### config.mk
export PLATFORM = sky130hd
export DESIGN_NAME = pc_fetch_32_flat
export DESIGN_NICKNAME = d
export VERILOG_FILES = /design/src/rtl/pc_fetch_32_if.sv /design/src/rtl/pc_fetch_32.sv /design/src/flat_wrapper.sv
export SDC_FILE = /design/constraint.sdc
export NUM_CORES = 1
export LEC_CHECK = 0
export ABC_AREA = 1
export CAP_MARGIN = 30
export CORE_ASPECT_RATIO = 0.5
export CORE_MARGIN = 2
export CORE_UTILIZATION = 35
export CTS_BUF_LIST = sky130_fd_sc_hd__clkbuf_16
export DETAILED_ROUTE_END_ITERATION = 16
export MAX_ROUTING_LAYER = met4
export PLACE_DENSITY = 0.69
export SKIP_CTS_REPAIR_TIMING = 1
export SLEW_MARGIN = 40
export SYNTH_ARGS = -nofsm -noshare
export SYNTH_HDL_FRONTEND = slang
export SYNTH_SLANG_ARGS = --single-unit
### constraint.sdc
create_clock -name clk -period 1.8 [get_ports clk]
set_input_delay 0.36 -clock clk [delete_from_list [all_inputs] [get_ports clk]]
set_output_delay 0.36 -clock clk [all_outputs]
set_load 0.03 [all_outputs]
### src/rtl/pc_fetch_32_if.sv
// Fetch-stage bus: redirect input, decode handshake and instruction-memory request/ack.
// Optional misalignErr exists only when PC_MISALIGN_TRAP_EN is defined.
interface pc_fetch_32_if;
    logic        redirectValid;
    logic [31:0] redirectPc;
    logic        stall;
    logic        imemReq;
    logic [31:0] imemAddr;
    logic        imemAck;
    logic [31:0] imemData;
    logic [31:0] instr;
    logic        instrValid;
    logic [31:0] pc;
    logic [31:0] pcPlus4;
`ifdef PC_MISALIGN_TRAP_EN
    logic        misalignErr;

    modport master (
        input  redirectValid, redirectPc, stall, imemAck, imemData,
        output imemReq, imemAddr, instr, instrValid, pc, pcPlus4, misalignErr
    );
    modport slave (
        output redirectValid, redirectPc, stall, imemAck, imemData,
        input  imemReq, imemAddr, instr, instrValid, pc, pcPlus4, misalignErr
    );
`else
    modport master (
        input  redirectValid, redirectPc, stall, imemAck, imemData,
        output imemReq, imemAddr, instr, instrValid, pc, pcPlus4
    );
    modport slave (
        output redirectValid, redirectPc, stall, imemAck, imemData,
        input  imemReq, imemAddr, instr, instrValid, pc, pcPlus4
    );
`endif
endinterface

### src/rtl/pc_fetch_32.sv
// Program counter and instruction fetch stage; PC_MISALIGN_TRAP_EN enables misaligned-redirect trap.
// Latency: instruction valid 1 cycle after imemAck; best case one instruction per 2 cycles.
// Backpressure: stall holds the delivered instruction; imemReq/imemAddr held until imemAck.
module pc_fetch_32 #(
    parameter logic [31:0] RESET_PC = 32'h0000_0000,
    parameter int unsigned PC_STEP  = 4
) (
    input  logic       clk,
    input  logic       rst_n,
    pc_fetch_32_if.master bus
);
    typedef enum logic [1:0] {BOOT, FETCH, DELIVER} state_t;

    state_t      state_q, state_n;
    logic [31:0] pc_q, pc_n;
    logic [31:0] instr_q, instr_n;
    logic [31:0] pending_q, pending_n;
    logic        vld_q, vld_n;
    logic        squash_q, squash_n;
    logic [31:0] pc_inc;
    logic [31:0] redir_tgt;
    logic        redir_ok;

    assign pc_inc = pc_q + 32'(PC_STEP);

`ifdef PC_MISALIGN_TRAP_EN
    logic err_q;

    // Misaligned targets are dropped entirely and reported one cycle later.
    assign redir_ok  = bus.redirectValid && (bus.redirectPc[1:0] == 2'b00);
    assign redir_tgt = bus.redirectPc;

    always_ff @(posedge clk) begin
        if (!rst_n) err_q <= 1'b0;
        else        err_q <= bus.redirectValid && (bus.redirectPc[1:0] != 2'b00);
    end
    assign bus.misalignErr = err_q;
`else
    assign redir_ok  = bus.redirectValid;
    assign redir_tgt = bus.redirectPc & ~32'h3;
`endif

    always_comb begin
        state_n   = state_q;
        pc_n      = pc_q;
        instr_n   = instr_q;
        pending_n = pending_q;
        vld_n     = vld_q;
        squash_n  = squash_q;
        case (state_q)
            BOOT: begin
                if (redir_ok) pc_n = redir_tgt;
                state_n = FETCH;
            end
            FETCH: begin
                if (bus.imemAck) begin
                    // A redirect coincident with ack is newer than any pending one.
                    if (redir_ok) begin
                        pc_n     = redir_tgt;
                        squash_n = 1'b0;
                    end else if (squash_q) begin
                        pc_n     = pending_q;
                        squash_n = 1'b0;
                    end else begin
                        instr_n = bus.imemData;
                        vld_n   = 1'b1;
                        state_n = DELIVER;
                    end
                end else if (redir_ok) begin
                    squash_n  = 1'b1;
                    pending_n = redir_tgt;
                end
            end
            DELIVER: begin
                if (redir_ok) begin
                    pc_n    = redir_tgt;
                    vld_n   = 1'b0;
                    state_n = FETCH;
                end else if (!bus.stall) begin
                    pc_n    = pc_inc;
                    vld_n   = 1'b0;
                    state_n = FETCH;
                end
            end
            default: state_n = BOOT;
        endcase
    end

    always_ff @(posedge clk) begin
        if (!rst_n) begin
            state_q   <= BOOT;
            pc_q      <= RESET_PC;
            instr_q   <= 32'h0;
            pending_q <= 32'h0;
            vld_q     <= 1'b0;
            squash_q  <= 1'b0;
        end else begin
            state_q   <= state_n;
            pc_q      <= pc_n;
            instr_q   <= instr_n;
            pending_q <= pending_n;
            vld_q     <= vld_n;
            squash_q  <= squash_n;
        end
    end

    assign bus.imemReq    = (state_q == FETCH);
    assign bus.imemAddr   = pc_q;
    assign bus.pc         = pc_q;
    assign bus.pcPlus4    = pc_inc;
    assign bus.instr      = instr_q;
    assign bus.instrValid = vld_q;
endmodule

### src/flat_wrapper.sv
// flat-port wrapper written by rule: the top's interface ports become plain ports
module pc_fetch_32_flat 
#(
    parameter logic [31:0] RESET_PC = 32'h0000_0000,
    parameter int unsigned PC_STEP  = 4
)
  (clk, rst_n, bus_redirectValid, bus_redirectPc, bus_stall, bus_imemAck, bus_imemData, bus_imemReq, bus_imemAddr, bus_instr, bus_instrValid, bus_pc, bus_pcPlus4);
  pc_fetch_32_if bus_i ();
  input  logic clk;
  input  logic rst_n;
  input wire logic [$bits(bus_i.redirectValid)-1:0] bus_redirectValid;
  input wire logic [$bits(bus_i.redirectPc)-1:0] bus_redirectPc;
  input wire logic [$bits(bus_i.stall)-1:0] bus_stall;
  input wire logic [$bits(bus_i.imemAck)-1:0] bus_imemAck;
  input wire logic [$bits(bus_i.imemData)-1:0] bus_imemData;
  output wire logic [$bits(bus_i.imemReq)-1:0] bus_imemReq;
  output wire logic [$bits(bus_i.imemAddr)-1:0] bus_imemAddr;
  output wire logic [$bits(bus_i.instr)-1:0] bus_instr;
  output wire logic [$bits(bus_i.instrValid)-1:0] bus_instrValid;
  output wire logic [$bits(bus_i.pc)-1:0] bus_pc;
  output wire logic [$bits(bus_i.pcPlus4)-1:0] bus_pcPlus4;
  assign bus_i.redirectValid = bus_redirectValid;
  assign bus_i.redirectPc = bus_redirectPc;
  assign bus_i.stall = bus_stall;
  assign bus_i.imemAck = bus_imemAck;
  assign bus_i.imemData = bus_imemData;
  assign bus_imemReq = bus_i.imemReq;
  assign bus_imemAddr = bus_i.imemAddr;
  assign bus_instr = bus_i.instr;
  assign bus_instrValid = bus_i.instrValid;
  assign bus_pc = bus_i.pc;
  assign bus_pcPlus4 = bus_i.pcPlus4;
  pc_fetch_32 #(.RESET_PC(RESET_PC), .PC_STEP(PC_STEP)) u_core (.clk(clk), .rst_n(rst_n), .bus(bus_i));
endmodule
* Word level (Yosys, flattened, before mapping)
Index checks and enable logic that the tools add are counted.
** Word-level totals
- Output and inout bits :: 130
- Register bits after elaboration :: 98
** Operators by class
- Bitwise operators :: 3
- Reduce and logical (&&, ||, !) cells :: 10
- Multiplexer cells :: 21
- Equal/unequal tests :: 8
- Add/sub/neg operators :: 1
** Operators by type and width (number)
- $mux 32 :: 6
- $pmux 32 s3 :: 1
- $add 32x3->32 const B :: 1
- $mux 2 :: 5
- $reduce_and 5->1 :: 2
- $ne 2x2->1 const B :: 4
- $reduce_and 4->1 :: 2
- $mux 1 :: 7
- $pmux 2 s3 :: 1
- $reduce_bool 2->1 :: 2
- $ne 3x2->1 const B :: 1
- $ne 3x3->1 const B :: 1
- $not 1->1 :: 3
- $reduce_and 3->1 :: 1
- $reduce_bool 3->1 :: 1
- $eq 2x1->1 const B :: 1
- $eq 2x2->1 const B :: 1
- $logic_not 2->1 :: 1
- $pmux 1 s2 :: 1
- $reduce_and 2->1 :: 1

* Logic depth before layout (Yosys ltp)
- Word-level depth :: 4
- Gate-level depth with buffers :: 12
- Depth with buffers taken out :: 12

* Least setup slack after synthesis
Ideal clock, no wire load.
- Path type :: reg-to-reg
- From :: reg u_core.pc_q[2] (netlist: u_core.bus.imemAddr[2])
- To :: reg u_core.pc_q[7] (netlist: u_core.bus.imemAddr[7])
- Setup time :: 70 ps
- Cell stages (with the launch flop) :: 9
- Path buffers :: 0
- Required time :: 1730 ps
- Setup slack :: -376 ps
- Clock period less this slack :: 2176 ps
- Arrival time :: 2106 ps
- Cells stage by stage :: dfxtp_1 inv_1 nor2_4 nand2_2 xnor2_1 o21ai_0 o21ai_0 nand2_1 a21oi_1
** On the way
- Cells in the longest elaborated chain, start to end :: 4
** RTL lines
- start, declared :: RTL line pc_fetch_32.sv:15 : logic [31:0] pc_q, pc_n;
- start signal, assigned :: RTL line pc_fetch_32.sv:99 : pc_q <= pc_n;
- $add 32x3->32 :: RTL line pc_fetch_32.sv:24 : assign pc_inc = pc_q + 32'(PC_STEP);
- named net bus_pcPlus4[7] :: RTL line flat_wrapper.sv:21 : output wire logic [$bits(bus_i.pcPlus4)-1:0] bus_pcPlus4;
- $mux 32 :: RTL line pc_fetch_32.sv:79 : end else if (!bus.stall) begin
- $mux 32 :: RTL line pc_fetch_32.sv:75 : if (redir_ok) begin
- $pmux 32 s3 :: RTL line pc_fetch_32.sv:50 : case (state_q)
The timed path passes the listed nets, and every way through them passes these cells. The select of a mux whose other input is x is not followed.
A chain may end at the register's enable or synchronous reset.

* Worst setup path in the final report
- From :: reg u_core.pc_q[2] (netlist: u_core.bus.imemAddr[2])
- To :: out bus_pcPlus4[21]
** On the way
- Cells in the longest elaborated chain, start to end :: 1
** RTL lines (RTL line)
- $add 32x3->32 :: pc_fetch_32.sv:24
- end, declared :: flat_wrapper.sv:21
No other way between the ends.

==> summary.txt <==
Core Rows: 32
Leading cell types in the layout, fill and taps excluded: 138 x nand2_1, 103 x nor2_1, 99 x a21oi_1
Netlist cell types: 32
Vias in the first global route: 6182
Clk_skew: 0.00980 ns
Routability congestion estimate: 0.893
WP data arrival: 1.82 ns
Compound-cell area share of the yosys netlist: 23.6%
Tot GR Track Use: 23.1%
Initial Utilization: 36.0%
Detailed Route Iter0 Violations: 520
Setup TNS Final: -7.80 ns
Sequential area share after synthesis: 34.4%
Detailed Route WL: 19700 um
Met2 Use GR: 38.3%
Detailed Place HPWL: 14200 um
Worst setup margin: -0.379 ns
Pre-CTS WS: -0.236 ns
Routed len/inst: 15.3 um
FMAX: 0.459 GHz
Final setup fails: 26
Post-synthesis mux area share: 0%
CTS H-tree depth: 3
Deepest clock path buffer count: 2
Met3 Usage GRT: 5.69%
Port-buffer cells: 190
Die span in y: 93.3 um
Leakage: 4.50 nW
Most common cell after layout, fill and taps aside: nand2_1
CP Capture Type: primary output
Failing checks: negative setup slack
Core Util, Final: 57.6%
Gr busiest metal: met2
Max cap viols: 0
Drt drc: 0
Largest net degree at the start of global routing: 33
Unrepaired setup endpoints after global routing: yes
Grt ovf: 0
Yosys top cell area share: 34.4%
Fin. Hold Viols: 0
Crit path required time: 1.44 ns
Yosys warns: 0
Largest area contributor in the netlist: dfxtp_1
First-pass GRT wire length: 30400 um
CTS clock-pin slew for the worst setup and hold paths: 0.08 ns
CTS Buf Count: 9
Core Box Area: 15500 um2
Synth top area cells: dfxtp_1 34%, nand2_1 11%, a21oi_1 9.0%
Drt first pass iters: 5
CP max FO: 6
Initial antenna violation count: 0
Avg Cell Area, Syn: 6.47 um2
CTS Root Buffer Type: clkbuf_16
Die W: 183 um
Outcome: finished, violations left
Vias/cell: 5.07
Met1 Use GR: 28.3%
Largest family of logic cells by synthesized area: simple AND/OR/NAND/NOR gates
Clock latency on the worst-skew pair: 0.35 ns
Post-DRT Antenna Nets: 0
Fin crit period: 2.18 ns
Power density cells: 1520 nW/um2
Setup crit start kind: flop
Maximum vdd drop: 0.851 mV
Hold Crit Class: in2reg
Synth Area in Simple Gates: 25.4%
Net count, final: 1152
Worst hold slack: 0.398 ns
Post-Syn Area: 5580 um2
Synth Instances: 863
Die Area: 17000 um2
Via count: 6524
Adder-Cell Fraction of Synth Area: 1.34%
CTS sink count: 96
Diode count: 0
Synth Register Bits: 96
Synth Area in XOR/XNOR: 1.10%
# IOs: 199
Slew Limit Fails: 0
Period Utilization, post-route: 121%
Crit Path Class: reg2out
CTS tree: yes
Area delta synth->final: 59.8%
Share of cells above drive strength 1: 22.5%
## sequential cells by signal, indices dropped and copies added, names as in the netlist
| register | cells |
|---|---|
| u_core.bus.imemAddr | 30 |
| u_core.bus.instr | 32 |
| u_core.bus.instrValid | 1 |
| u_core.pending_q | 30 |
| u_core.squash_q | 1 |
| u_core.state_q | 2 |
## final timing paths
check	start	to	slack, ns	cells after the start
worst min-delay path	rst_n	u_core.bus.imemAddr[5]$_SDFFE_PN0P_	0.40	3
worst max register to register	u_core.bus.imemAddr[2]$_SDFFE_PN0P_	u_core.bus.imemAddr[21]$_SDFFE_PN0P_	0.02	13
worst min register to register	u_core.bus.instrValid$_SDFFE_PN0P_	u_core.bus.instrValid$_SDFFE_PN0P_	0.45	2
worst max-delay path	u_core.bus.imemAddr[2]$_SDFFE_PN0P_	bus_pcPlus4[21]	-0.38	8
## cell families after synthesis
kind of cell    Yosys count
buf+inv                 166
flops                    96
other cells               1
simple gates            344
compound gates          243
xor+xnor                  7
fa+ha+maj                 6
## power breakdown
group | internal [mW] | total [mW] | switching [mW]
registers | 2.66 | 3.09 | 0.434
logic | 3.42 | 8.50 | 5.08
clock network | 0.987 | 1.96 | 0.976
total | 7.06 | 13.6 | 6.49
## layer usage
layer  part of all wire, %  wire length (um)  up-vias
met2                    47              9250      301
met1                    44              8580     2994
met5                     0                 0        -
li1                      -                 -     3204
met4                   1.3               265        0
met3                   8.0              1580       25
## cell type report
type | instances | area [um2]
Timing Repair Buffer | 276 | 2840
Clock buffer | 9 | 225
Fill cell | 1416 | 6580
Clock inverter | 7 | 68.8
Sequential cell | 96 | 1950
Inverter | 88 | 339
Multi-Input combinational cell | 606 | 3240
Tap cell | 204 | 255
## cells in the mapped netlist, drive strengths merged
cell type	n
nand2	173
nor2	129
a21oi	101
o21ai	99
dfxtp	96
inv	87
buf	52
nand3	37
clkbuf	26
a211oi	17
a22oi	15
o22ai	8
ha	6
xnor2	4
xor2	3
a221oi	2
nand3b	2
and2	1
clkinv	1
conb	1
nand4	1
o21bai	1
or2	1
## worst max-delay path, stage by stage (launching register included)
cell	delay, ns
dfxtp_2	0.36
buf_4	0.15
inv_2	0.06
nor2_4	0.18
nand2_4	0.14
nor2_4	0.20
nand3_2	0.14
nand2_4	0.12
buf_12	0.12
## stage by stage
stage / cells / power, mW / area, um2
finish: 1286 / 13.6 / 8920
global placement: 1261 / 11.1 / 8020
global route: 1286 / 14.3 / 8920
floorplan: 868 / 7.79 / 5660
CTS: 1277 / 13.1 / 8310
detailed placement: 1261 / 11.2 / 8020
No activity file was read; power rests on OpenSTA's default activity.
